**src/rtl/bank_timing_tracker_pkg.sv**
```systemverilog
// Shared types for the per-bank DRAM timing tracker.
// Command encodings and last-command codes used by scheduler and arbiter.
package bank_timing_tracker_pkg;

  typedef enum logic [2:0] {
    NOP  = 3'd0,
    ACT  = 3'd1,
    RD   = 3'd2,
    WR   = 3'd3,
    PRE  = 3'd4,
    PREA = 3'd5,
    REF  = 3'd6
  } cmd_t;

  typedef enum logic [2:0] {
    CODE_IDLE                 = 3'd0,
    CODE_ACTIVE_TO_READ_WRITE = 3'd1,
    CODE_READ_TO_PRECHARGE    = 3'd2,
    CODE_WRITE_TO_PRECHARGE   = 3'd3,
    CODE_PRECHARGE_TO_ACTIVE  = 3'd4,
    CODE_PRECHARGE_TO_REFRESH = 3'd5
  } recode_state_t;

  // Clock cycles the data bus is busy for one burst.
  localparam int BL8_CYCLES = 4;
  localparam int BL4_CYCLES = 2;

endpackage

```
**src/rtl/bank_timing_tracker_if.sv**
```systemverilog
// Command/qualifier bundle between command decode,
// the timing tracker and the arbiter.
interface bank_timing_tracker_if #(
  parameter int NUM_BANKS = 8
) ();
  import bank_timing_tracker_pkg::*;

  localparam int BA_W = $clog2(NUM_BANKS);

  logic                 cmd_valid;
  cmd_t                 cmd_type;
  logic [BA_W-1:0]      cmd_bank;
  logic [1:0]           burst_len;
  logic                 auto_pre;
  logic                 refresh_flag;
  logic [NUM_BANKS-1:0] act_ok;
  logic [NUM_BANKS-1:0] rw_ok;
  logic [NUM_BANKS-1:0] pre_ok;
  logic                 ref_ok;
  logic [NUM_BANKS-1:0] bank_open;
  recode_state_t [NUM_BANKS-1:0] recode;
  logic                 cmd_err;

  modport master (
    output cmd_valid, cmd_type, cmd_bank,
    output burst_len, auto_pre, refresh_flag,
    input  act_ok, rw_ok, pre_ok, ref_ok,
    input  bank_open, recode, cmd_err
  );

  modport slave (
    input  cmd_valid, cmd_type, cmd_bank,
    input  burst_len, auto_pre, refresh_flag,
    output act_ok, rw_ok, pre_ok, ref_ok,
    output bank_open, recode, cmd_err
  );

endinterface

```
**src/rtl/bank_timing_tracker_bank_timer.sv**
```systemverilog
// Per-bank timing counters, open/auto-precharge flags
// and the bank's act/rw/pre qualifiers.
module bank_timer
  import bank_timing_tracker_pkg::*;
#(
  parameter int CNT_W = 6,
  parameter int T_RCD = 6,
  parameter int T_RP  = 6,
  parameter int T_RAS = 15,
  parameter int T_RC  = 21,
  parameter int T_RTP = 4,
  parameter int T_WL  = 5,
  parameter int T_WR  = 6
) (
  input  logic          clk,
  input  logic          rst_n,
  input  logic          act,
  input  logic          rd,
  input  logic          wr,
  input  logic          pre,
  input  logic          bl4,
  input  logic          auto_pre,
  input  logic          refresh_flag,
  input  logic          glb_ok,
  output logic          act_ok,
  output logic          rw_ok,
  output logic          pre_ok,
  output logic          open,
  output logic          ap_pending,
  output logic          tp_zero,
  output recode_state_t recode
);

  typedef logic [CNT_W-1:0] cnt_t;

  localparam cnt_t LD_RCD = cnt_t'(T_RCD - 1);
  localparam cnt_t LD_RP  = cnt_t'(T_RP - 1);
  localparam cnt_t LD_RAS = cnt_t'(T_RAS - 1);
  localparam cnt_t LD_RC  = cnt_t'(T_RC - 1);
  localparam cnt_t LD_RTP = cnt_t'(T_RTP - 1);
  localparam cnt_t LD_WR8 =
    cnt_t'(T_WL + BL8_CYCLES + T_WR - 1);
  localparam cnt_t LD_WR4 =
    cnt_t'(T_WL + BL4_CYCLES + T_WR - 1);

  function automatic cnt_t dec(cnt_t c);
    return (c == '0) ? c : c - cnt_t'(1);
  endfunction

  cnt_t tp_cnt;
  cnt_t rcd_cnt;
  cnt_t ras_cnt;
  cnt_t rc_cnt;
  logic ras_zero;
  logic ap_fire;
  logic close;

  assign tp_zero  = (tp_cnt == '0);
  assign ras_zero = (ras_cnt == '0);
  assign ap_fire  = ap_pending & tp_zero & ras_zero;
  assign close    = pre | ap_fire;

  assign act_ok = ~open & tp_zero & (rc_cnt == '0) & glb_ok;
  assign rw_ok  = open & ~ap_pending & (rcd_cnt == '0);
  assign pre_ok = open & ~ap_pending & tp_zero & ras_zero;

  always_ff @(posedge clk or negedge rst_n) begin
    if (!rst_n) begin
      tp_cnt     <= '0;
      rcd_cnt    <= '0;
      ras_cnt    <= '0;
      rc_cnt     <= '0;
      open       <= 1'b0;
      ap_pending <= 1'b0;
      recode     <= CODE_IDLE;
    end else begin
      tp_cnt  <= dec(tp_cnt);
      rcd_cnt <= dec(rcd_cnt);
      ras_cnt <= dec(ras_cnt);
      rc_cnt  <= dec(rc_cnt);
      if (act) begin
        open    <= 1'b1;
        rcd_cnt <= LD_RCD;
        ras_cnt <= LD_RAS;
        rc_cnt  <= LD_RC;
        recode  <= CODE_ACTIVE_TO_READ_WRITE;
      end
      if (rd | wr) begin
        tp_cnt <= rd ? LD_RTP : (bl4 ? LD_WR4 : LD_WR8);
        recode <= rd ? CODE_READ_TO_PRECHARGE
                     : CODE_WRITE_TO_PRECHARGE;
        if (auto_pre) ap_pending <= 1'b1;
      end
      // Auto-precharge never carries a refresh intent.
      if (close) begin
        open   <= 1'b0;
        tp_cnt <= LD_RP;
        recode <= (pre & refresh_flag)
                  ? CODE_PRECHARGE_TO_REFRESH
                  : CODE_PRECHARGE_TO_ACTIVE;
      end
      if (ap_fire) ap_pending <= 1'b0;
    end
  end

endmodule

```
**src/rtl/bank_timing_tracker.sv**
```systemverilog
// Per-bank DRAM timing tracker: command decode, legality
// check, global tRRD/tRFC counters and bank timer array.
module bank_timing_tracker
  import bank_timing_tracker_pkg::*;
#(
  parameter int NUM_BANKS = 8,
  parameter int CNT_W     = 6,
  parameter int T_RCD     = 6,
  parameter int T_RP      = 6,
  parameter int T_RAS     = 15,
  parameter int T_RC      = 21,
  parameter int T_RRD     = 4,
  parameter int T_RTP     = 4,
  parameter int T_WL      = 5,
  parameter int T_WR      = 6,
  parameter int T_RFC     = 44
) (
  input logic clk,
  input logic rst_n,
  bank_timing_tracker_if.slave bus
);

  typedef logic [CNT_W-1:0] cnt_t;
  typedef logic [NUM_BANKS-1:0] vec_t;

  function automatic cnt_t dec(cnt_t c);
    return (c == '0) ? c : c - cnt_t'(1);
  endfunction

  cnt_t rrd_cnt;
  cnt_t rfc_cnt;
  logic err_q;
  logic glb_ok;
  logic legal;
  logic prea_ok;
  logic ref_ok;
  logic bl4;
  logic is_act, is_rd, is_wr, is_pre, is_prea, is_ref;
  vec_t sel;
  vec_t act_v, rd_v, wr_v, pre_v;
  vec_t act_ok, rw_ok, pre_ok, open, ap_pend, tp_zero;
  recode_state_t [NUM_BANKS-1:0] recode;

  assign is_act  = bus.cmd_valid & (bus.cmd_type == ACT);
  assign is_rd   = bus.cmd_valid & (bus.cmd_type == RD);
  assign is_wr   = bus.cmd_valid & (bus.cmd_type == WR);
  assign is_pre  = bus.cmd_valid & (bus.cmd_type == PRE);
  assign is_prea = bus.cmd_valid & (bus.cmd_type == PREA);
  assign is_ref  = bus.cmd_valid & (bus.cmd_type == REF);

  assign sel = vec_t'(1) << bus.cmd_bank;
  assign bl4 = (bus.burst_len == 2'b10)
             | (bus.burst_len == 2'b11);

  assign glb_ok  = (rrd_cnt == '0) & (rfc_cnt == '0);
  assign prea_ok = (&(pre_ok | ~open)) & ~(|ap_pend);
  assign ref_ok  = ~(|open) & (&tp_zero)
                 & (rfc_cnt == '0);

  always_comb begin
    legal = 1'b1;
    unique case (1'b1)
      is_act:        legal = |(act_ok & sel);
      is_rd | is_wr: legal = |(rw_ok & sel);
      is_pre:        legal = |(pre_ok & sel);
      is_prea:       legal = prea_ok;
      is_ref:        legal = ref_ok;
      default:       legal = 1'b1;
    endcase
  end

  assign act_v = {NUM_BANKS{is_act & legal}} & sel;
  assign rd_v  = {NUM_BANKS{is_rd & legal}} & sel;
  assign wr_v  = {NUM_BANKS{is_wr & legal}} & sel;
  assign pre_v = ({NUM_BANKS{is_pre & legal}} & sel)
               | ({NUM_BANKS{is_prea & legal}} & open);

  always_ff @(posedge clk or negedge rst_n) begin
    if (!rst_n) begin
      rrd_cnt <= '0;
      rfc_cnt <= '0;
      err_q   <= 1'b0;
    end else begin
      rrd_cnt <= (is_act & legal) ? cnt_t'(T_RRD - 1)
                                  : dec(rrd_cnt);
      rfc_cnt <= (is_ref & legal) ? cnt_t'(T_RFC - 1)
                                  : dec(rfc_cnt);
      err_q   <= bus.cmd_valid & ~legal;
    end
  end

  for (genvar b = 0; b < NUM_BANKS; b++) begin : g_bank
    bank_timer #(
      .CNT_W (CNT_W),
      .T_RCD (T_RCD),
      .T_RP  (T_RP),
      .T_RAS (T_RAS),
      .T_RC  (T_RC),
      .T_RTP (T_RTP),
      .T_WL  (T_WL),
      .T_WR  (T_WR)
    ) u_timer (
      .clk          (clk),
      .rst_n        (rst_n),
      .act          (act_v[b]),
      .rd           (rd_v[b]),
      .wr           (wr_v[b]),
      .pre          (pre_v[b]),
      .bl4          (bl4),
      .auto_pre     (bus.auto_pre),
      .refresh_flag (bus.refresh_flag),
      .glb_ok       (glb_ok),
      .act_ok       (act_ok[b]),
      .rw_ok        (rw_ok[b]),
      .pre_ok       (pre_ok[b]),
      .open         (open[b]),
      .ap_pending   (ap_pend[b]),
      .tp_zero      (tp_zero[b]),
      .recode       (recode[b])
    );
  end

  assign bus.act_ok    = act_ok;
  assign bus.rw_ok     = rw_ok;
  assign bus.pre_ok    = pre_ok;
  assign bus.ref_ok    = ref_ok;
  assign bus.bank_open = open;
  assign bus.recode    = recode;
  assign bus.cmd_err   = err_q;

endmodule

```
**src/flat_wrapper.sv**
```systemverilog
// flat-port wrapper written by rule: the top's interface ports become plain ports
module bank_timing_tracker_flat import bank_timing_tracker_pkg::*;
#(
  parameter int NUM_BANKS = 8,
  parameter int CNT_W     = 6,
  parameter int T_RCD     = 6,
  parameter int T_RP      = 6,
  parameter int T_RAS     = 15,
  parameter int T_RC      = 21,
  parameter int T_RRD     = 4,
  parameter int T_RTP     = 4,
  parameter int T_WL      = 5,
  parameter int T_WR      = 6,
  parameter int T_RFC     = 44
)
  (clk, rst_n, bus_cmd_valid, bus_cmd_type, bus_cmd_bank, bus_burst_len, bus_auto_pre, bus_refresh_flag, bus_act_ok, bus_rw_ok, bus_pre_ok, bus_ref_ok, bus_bank_open, bus_recode, bus_cmd_err);
  bank_timing_tracker_if #(.NUM_BANKS(NUM_BANKS)) bus_i ();
  input logic clk;
  input logic rst_n;
  input wire logic [$bits(bus_i.cmd_valid)-1:0] bus_cmd_valid;
  input wire logic [$bits(bus_i.cmd_type)-1:0] bus_cmd_type;
  input wire logic [$bits(bus_i.cmd_bank)-1:0] bus_cmd_bank;
  input wire logic [$bits(bus_i.burst_len)-1:0] bus_burst_len;
  input wire logic [$bits(bus_i.auto_pre)-1:0] bus_auto_pre;
  input wire logic [$bits(bus_i.refresh_flag)-1:0] bus_refresh_flag;
  output wire logic [$bits(bus_i.act_ok)-1:0] bus_act_ok;
  output wire logic [$bits(bus_i.rw_ok)-1:0] bus_rw_ok;
  output wire logic [$bits(bus_i.pre_ok)-1:0] bus_pre_ok;
  output wire logic [$bits(bus_i.ref_ok)-1:0] bus_ref_ok;
  output wire logic [$bits(bus_i.bank_open)-1:0] bus_bank_open;
  output wire logic [$bits(bus_i.recode)-1:0] bus_recode;
  output wire logic [$bits(bus_i.cmd_err)-1:0] bus_cmd_err;
  assign bus_i.cmd_valid = bus_cmd_valid;
  assign bus_i.cmd_type = bus_cmd_type;
  assign bus_i.cmd_bank = bus_cmd_bank;
  assign bus_i.burst_len = bus_burst_len;
  assign bus_i.auto_pre = bus_auto_pre;
  assign bus_i.refresh_flag = bus_refresh_flag;
  assign bus_act_ok = bus_i.act_ok;
  assign bus_rw_ok = bus_i.rw_ok;
  assign bus_pre_ok = bus_i.pre_ok;
  assign bus_ref_ok = bus_i.ref_ok;
  assign bus_bank_open = bus_i.bank_open;
  assign bus_recode = bus_i.recode;
  assign bus_cmd_err = bus_i.cmd_err;
  bank_timing_tracker #(.NUM_BANKS(NUM_BANKS), .CNT_W(CNT_W), .T_RCD(T_RCD), .T_RP(T_RP), .T_RAS(T_RAS), .T_RC(T_RC), .T_RRD(T_RRD), .T_RTP(T_RTP), .T_WL(T_WL), .T_WR(T_WR), .T_RFC(T_RFC)) u_core (.clk(clk), .rst_n(rst_n), .bus(bus_i));
endmodule
```
**config.mk**
```make
export PLATFORM = sky130hd
export DESIGN_NAME = bank_timing_tracker_flat
export DESIGN_NICKNAME = d
export VERILOG_FILES = /design/src/rtl/bank_timing_tracker_pkg.sv /design/src/rtl/bank_timing_tracker_if.sv /design/src/rtl/bank_timing_tracker_bank_timer.sv /design/src/rtl/bank_timing_tracker.sv /design/src/flat_wrapper.sv
export SDC_FILE = /design/constraint.sdc
export NUM_CORES = 1
export LEC_CHECK = 0
export ABC_CLOCK_PERIOD_IN_PS = 4000
export CAP_MARGIN = 20
export CELL_PAD_IN_SITES_DETAIL_PLACEMENT = 1
export CELL_PAD_IN_SITES_GLOBAL_PLACEMENT = 1
export CORE_UTILIZATION = 40
export DETAILED_ROUTE_END_ITERATION = 6
export PLACE_DENSITY = 0.67
export SYNTH_ARGS = -nofsm -noshare
export SYNTH_HDL_FRONTEND = slang
export SYNTH_SLANG_ARGS = --single-unit
```
**constraint.sdc**
```tcl
create_clock -name clk -period 4 [get_ports clk]
set_clock_uncertainty 0.05 [all_clocks]
set_input_delay 0.6 -clock clk [delete_from_list [all_inputs] [get_ports clk]]
set_output_delay 0.6 -clock clk [all_outputs]
set_load 0.05 [all_outputs]
```
==> results.yml, run 1 <==
outcome:
  outcome: "completed"
grt:
  grt_overflow: 0
  antenna_found_initial: 0
  grt_pass1_vias: 12157
  track_usage: 0.227
  grt_pass1_wl_mm: 65.1
  grt_max_degree: 104
clock_network:
  root_buffer: "clkbuf_16"
  hold_buffers: 0
  cts_resized: 0
  cts.clk_slew.worst_paths_ns: 0.06
  clock_latency_ns: 0.55
  cts_max_path_buffers: 3
  cts_tree: "done"
  cts_buffers: 29
  htreeDepth: 1
  cts_num_sinks: 245
  post-cts-setup-buffers: 0
finish:
  nets: 1732
  layout_commonest_cell: "dfrtp_1"
  area.growth.synth_to_final_pct: 15.8
  mostFrequentLayoutCells: "245 x dfrtp_1, 219 x nand2_1, 200 x nor2_1"
  drive_above_1_share: 0.0874
  antenna_cells: 0
logic_synthesis:
  ys_types: 75
  synth_seq_cells: 245
  seq_area_frac_synth: 0.437
  synth_fa_ha_area_frac: 0.0597
  synth_compound_area_frac: 0.109
  synth_ff_type: "dfrtp_1"
  synth_top_cell_by_area: "dfrtp_1"
  syn_avg_cell_area_um2: 8.92
  yosys-top-cells-area: "dfrtp_1 44%, ha_1 6.0%, nand2_1 5.9%"
  synthMuxAreaShare: 0.0127
  synth_top_family_by_area: "simple AND/OR/NAND/NOR gates"
  synth.top_cell.area_share: 0.437
  synth_area_mm2: 0.0140
  yosys_warnings: 0
  synthSimpleGateAreaFrac: 0.269
  synthXorXnorAreaFrac: 0.0618
  synthesis.nets: 1653
  ys_async_sr_fraction: 1.00
  synth_edf_count: 0
  syn_inst: 1573
die:
  core_area_mm2: 0.0345
  die_w_um: 189
  die_area_mm2: 0.0358
  io_pins: 71
  start_util: 0.406
  rows: 68
  dieHeight_um: 189
timing:
  fmax_mhz: 266
  setup_viol_count_final: 0
  hold_viol: 0
  whs_ns: 0.0713
  maxSlewHeadroom: 0.246
  fin_crit_sh: 0.938
  tns_ns: 0
  maxSlewViolCount: 0
  min_period_ns: 3.75
  rsz0062_at_grt: "no"
  worst_pin_slew_ns: 1.13
detailed_routing:
  wl_per_cell_um: 18.7
  vias: 11541
  ant_nets: 0
  vias_per_cell: 5.43
  dr.pass1.iters: 5
  routed_wl_mm: 39.7
  drc_errors: 0
  drtIter0Drc: 581
critical_path:
  startpoint_type: "flip-flop"
  cpPeakStageDelay_ns: 0.82
  crit_path_cell_trace: "inv_1 > ha_1 > nor3b_1 > nand2_1 > nor2_1 > clkdlybuf4s50_1"
  cp.arrival_ns: 3.10
  end_kind: "output pin"
  crit_buf_inv: 2
  crit_family: "simple AND/OR/NAND/NOR gates"
  worst-endpoint-required_ns: 3.35
  cp_slowest_cell: "clkdlybuf4s50_1"
  crit_type: "reg2out"
  cp_max_fo: 5
worst_hold_path:
  worstHoldPathType: "in2async"
pwr:
  p_per_area_mw_per_mm2: 712
  ir_drop_mv: 0.424
  p_leak_nw: 7.33
place:
  gp_congestion: 0.857
  portBuffers: 69
  hpwl_mm: 28.9
run:
  maxCapViolCount: 0
==> kinds of logic (layout without fill, tap and decap cells) <==
logic type	Yosys count	count (layout)
and+or+nand+nor	770	770
xor gates and xnor gates	99	99
DFF	245	245
buffers and inverters	148	246
muxes	17	17
AOI/OAI and AO/OA	227	227
adders and majority gates	67	67
==> worst paths after layout <==
| check | startpoint | end | cells after the start | slack, ns |
|---|---|---|---|---|
| worst max-delay path | u_core.g_bank[7].u_timer.rcd_cnt[0]$_DFFE_PN0P_ | bus_rw_ok[7] | 6 | 0.25 |
| max in group asynchronous | rst_n | u_core.g_bank[7].u_timer.ap_pending$_DFFE_PN0P_ | 2 | 2.97 |
| worst max register to register | u_core.rfc_cnt[0]$_DFFE_PN0P_ | u_core.g_bank[2].u_timer.recode[0]$_DFFE_PN0P_ | 11 | 0.33 |
| worst min-delay path | rst_n | u_core.g_bank[7].u_timer.rc_cnt[0]$_DFFE_PN0P_ | 1 | 0.07 |
| worst min register to register | u_core.g_bank[3].u_timer.rc_cnt[5]$_DFFE_PN0P_ | u_core.g_bank[3].u_timer.rc_cnt[5]$_DFFE_PN0P_ | 1 | 0.44 |
| min in group clk | u_core.g_bank[3].u_timer.rc_cnt[5]$_DFFE_PN0P_ | u_core.g_bank[3].u_timer.rc_cnt[5]$_DFFE_PN0P_ | 1 | 0.44 |
==> through the flow <==
step           area [um2]  total power, mW  utilization  cells  worst slack [ns]
3_3_place_gp        15300             8.75        0.444   2076             0.327
2_1_floorplan       14000             7.84            -   1573              1.05
5_1_grt             16300             12.6        0.471   2126            0.0460
3_5_place_dp        15300             9.01        0.444   2076             0.190
4_1_cts             16300             11.7        0.470   2126            0.0748
6_report            16300             11.6        0.471   2126             0.247
==> power breakdown <==
part	internal, mW	leakage, nW	switching [mW]
logic	1.99	3.85	2.46
registers	3.55	3.02	0.968
clock network	1.55	0.454	1.05
==> routing by layer <==
metal / wire length (um) / share of wire / track usage / vias to the layer above
met2: 18500 / 0.47 / 0.379 / 174
met5: 0 / 0 / 0 / -
met3: 1270 / 0.032 / 0.0261 / 62
met1: 19000 / 0.48 / 0.312 / 5782
met4: 1000 / 0.025 / 0.0605 / 0
li1: - / - / - / 5523
==> cell usage after synthesis, types with 20 or more instances <==
cell type,instances
a21oi_1,76
buf_4,33
dfrtp_1,245
ha_1,67
inv_1,81
nand2_1,219
nand2b_1,28
nand3_1,46
nor2_1,200
nor2b_1,21
nor3_1,106
nor4_1,20
o21ai_0,50
or3_1,31
xnor2_1,56
xor2_1,43
==> state kept, by name, summed over array words and instances (netlist names) <==
name and count:
u_core.bus.cmd_err 1, u_core.g_bank.u_timer.rcd_cnt 48, u_core.g_bank.u_timer.open 8, u_core.g_bank.u_timer.rc_cnt 48, u_core.g_bank.u_timer.tp_cnt 48, u_core.g_bank.u_timer.ap_pending 8
u_core.g_bank.u_timer.ras_cnt 48, u_core.rrd_cnt 6, u_core.g_bank.u_timer.recode 24, u_core.rfc_cnt 6
==> layout make-up <==
cell class                 instances  area [um2]
tap                              455         569
fill                            4042       18300
timing repair buffer             115        1120
clock buffer                      46         880
inverter                          81         304
sequential                       245        6130
clock inverter                     4        47.5
multi-input combinational       1180        7200
Power figures use the tool's default switching activity.
==> run 2, diff against run 1 <==
- PLACE_DENSITY: 0.67 -> not set
- PLACE_DENSITY_LB_ADDON: not set -> 0.2
- TNS_END_PERCENT: not set -> 20
==> run 2 against run 1 <==
The run now ends with hold timing left. Worst hold slack got worse by 0.10 ns. Flip-flop and latch count unchanged. Fmax decreased by 1.8%. Wire length fell by 0.62%. Worst setup slack got worse by 0.070 ns. Largest power group unchanged.
==> results.yml, run 2 (synthesized netlist as in run 1, its figures left out) <==
clock_network:
  root_buffer: "clkbuf_16"
  cts_tree: "done"
  cts.clk_slew.worst_paths_ns: 0.06
  cts_max_path_buffers: 3
  cts_buffers: 29
  cts_num_sinks: 245
  htreeDepth: 1
  clock_latency_ns: 0.56
  post-cts-setup-buffers: 0
die:
  core_area_mm2: 0.0345
  io_pins: 71
  rows: 68
  die_area_mm2: 0.0358
  die_w_um: 189
  start_util: 0.406
  dieHeight_um: 189
finish:
  drive_above_1_share: 0.0916
  fin_cells: 2126
  nets: 1732
  final_cell_area_mm2: 0.0163
  area.growth.synth_to_final_pct: 16.3
  layout_commonest_cell: "dfrtp_1"
  utilization: 0.472
  mostFrequentLayoutCells: "245 x dfrtp_1, 219 x nand2_1, 200 x nor2_1"
  antenna_cells: 0
critical_path:
  crit_path_cell_trace: "inv_1 > ha_1 > or4b_4 > or2_0 > nor4_1 > and4_1 > buf_4"
  crit_path_end: "bus_ref_ok"
  startpoint_type: "flip-flop"
  cp_max_fo: 9
  cp_slowest_cell: "or2_0"
  r2r_start: "u_core.g_bank[1].u_timer.tp_cnt[0]$_DFFE_PN0P_"
  crit_family: "simple AND/OR/NAND/NOR gates"
  cp.arrival_ns: 3.17
  crit_type: "reg2out"
  end_kind: "output pin"
  path_depth: 7
  cpPeakStageDelay_ns: 0.48
  crit_buf_inv: 2
  reg2reg_depth: 9
  ff2ff_setup_slack_ns: 0.47
  critPathLaunch: "u_core.g_bank[1].u_timer.tp_cnt[0]$_DFFE_PN0P_"
  worst-endpoint-required_ns: 3.35
  r2r-end: "u_core.g_bank[1].u_timer.tp_cnt[0]$_DFFE_PN0P_"
run:
  maxCapViolCount: 0
outcome:
  failed_checks: "hold timing"
  outcome: "finished with violations"
timing:
  layout_setup_ws_ns: 0.178
  worst_pin_slew_ns: 0.917
  setup_viol_count_final: 0
  hold_viol: 4
  rsz0062_at_grt: "no"
  maxSlewViolCount: 0
  fmax_mhz: 262
  fin_crit_sh: 0.956
  tns_ns: 0
  whs_ns: -0.0297
  maxSlewHeadroom: 0.382
  min_period_ns: 3.82
grt:
  grt_overflow: 0
  grt_pass1_wl_mm: 64.9
  track_usage: 0.226
  grt_pass1_vias: 11944
  grt_max_degree: 87
  antenna_found_initial: 0
pwr:
  p_leak_nw: 7.37
  p_per_area_mw_per_mm2: 722
  p_total_mw: 11.8
  ir_drop_mv: 0.433
place:
  dp.cells: 2074
  hpwl_mm: 28.6
  place_ws_ns: 0.0546
  portBuffers: 69
  gp_congestion: 0.861
  place_area_mm2: 0.0153
detailed_routing:
  ant_nets: 0
  wl_per_cell_um: 18.6
  vias_per_cell: 5.46
  dr.pass1.iters: 7
  drtIter0Drc: 716
  vias: 11607
  drc_errors: 0
  routed_wl_mm: 39.5
worst_hold_path:
  worstHoldPathType: "in2async"
run 2: cell types whose count changed in the layout (fill, tap and decap cells not counted), sizes merged:
cell / before / now
clkinv: 2 / 6
bufinv: 1 / 4
clkbuf: 46 / 40
clkinvlp: 1 / 0
run 2: report_power, final:
part	leakage (nW)	internal (mW)	switching (mW)	total (mW)
registers	3.02	3.55	0.981	4.53
logic	3.85	1.99	2.45	4.44
clock network	0.504	1.73	1.08	2.81
run 2: how the worst min path moves through the flow:
stage	endpoint	slack, ns	depth (start not counted)	startpoint
floorplan	u_core.bus.cmd_err$_DFF_PN0_	0.25	0	rst_n
global placement	u_core.g_bank[5].u_timer.rc_cnt[5]$_DFFE_PN0P_	0.43	1	u_core.g_bank[5].u_timer.rc_cnt[5]$_DFFE_PN0P_
detailed placement	u_core.g_bank[5].u_timer.rc_cnt[5]$_DFFE_PN0P_	0.43	1	u_core.g_bank[5].u_timer.rc_cnt[5]$_DFFE_PN0P_
CTS	u_core.g_bank[7].u_timer.rc_cnt[5]$_DFFE_PN0P_	0.01	1	rst_n
global route	u_core.g_bank[7].u_timer.rc_cnt[5]$_DFFE_PN0P_	0.02	1	rst_n
finish	u_core.g_bank[7].u_timer.rc_cnt[5]$_DFFE_PN0P_	-0.03	1	rst_n
run 2: metal layers:
layer  routed length (um)  GRT usage
met4                  794     0.0509
met3                 1490     0.0335
met2                18700      0.379
met5                    0          0
met1                18500      0.308
run 2: final cells by class:
cell class / count / area, um2
clock buffers: 40 / 857
clock inverters: 10 / 150
well taps: 455 / 569
inverters: 81 / 304
flip-flops and latches: 245 / 6130
multi-input cells: 1180 / 7210
fillers: 4005 / 18200
repair buffers: 115 / 1100
run 2: repair_timing:
action | 4_1_cts | 5_1_grt
setup endpoints to repair | 0 | 2
gates resized for setup | 0 | 2
hold buffers | 0 | 0
run 2: worst reg2reg max path: stages, from the launching register on:
cell	delay [ns]
dfrtp_1	0.35
inv_1	0.09
ha_1	0.21
or4b_4	0.21
or2_0	0.58
o32ai_1	0.20
or4_1	0.69
nor2b_4	0.23
a221o_2	0.42
or3_1	0.39
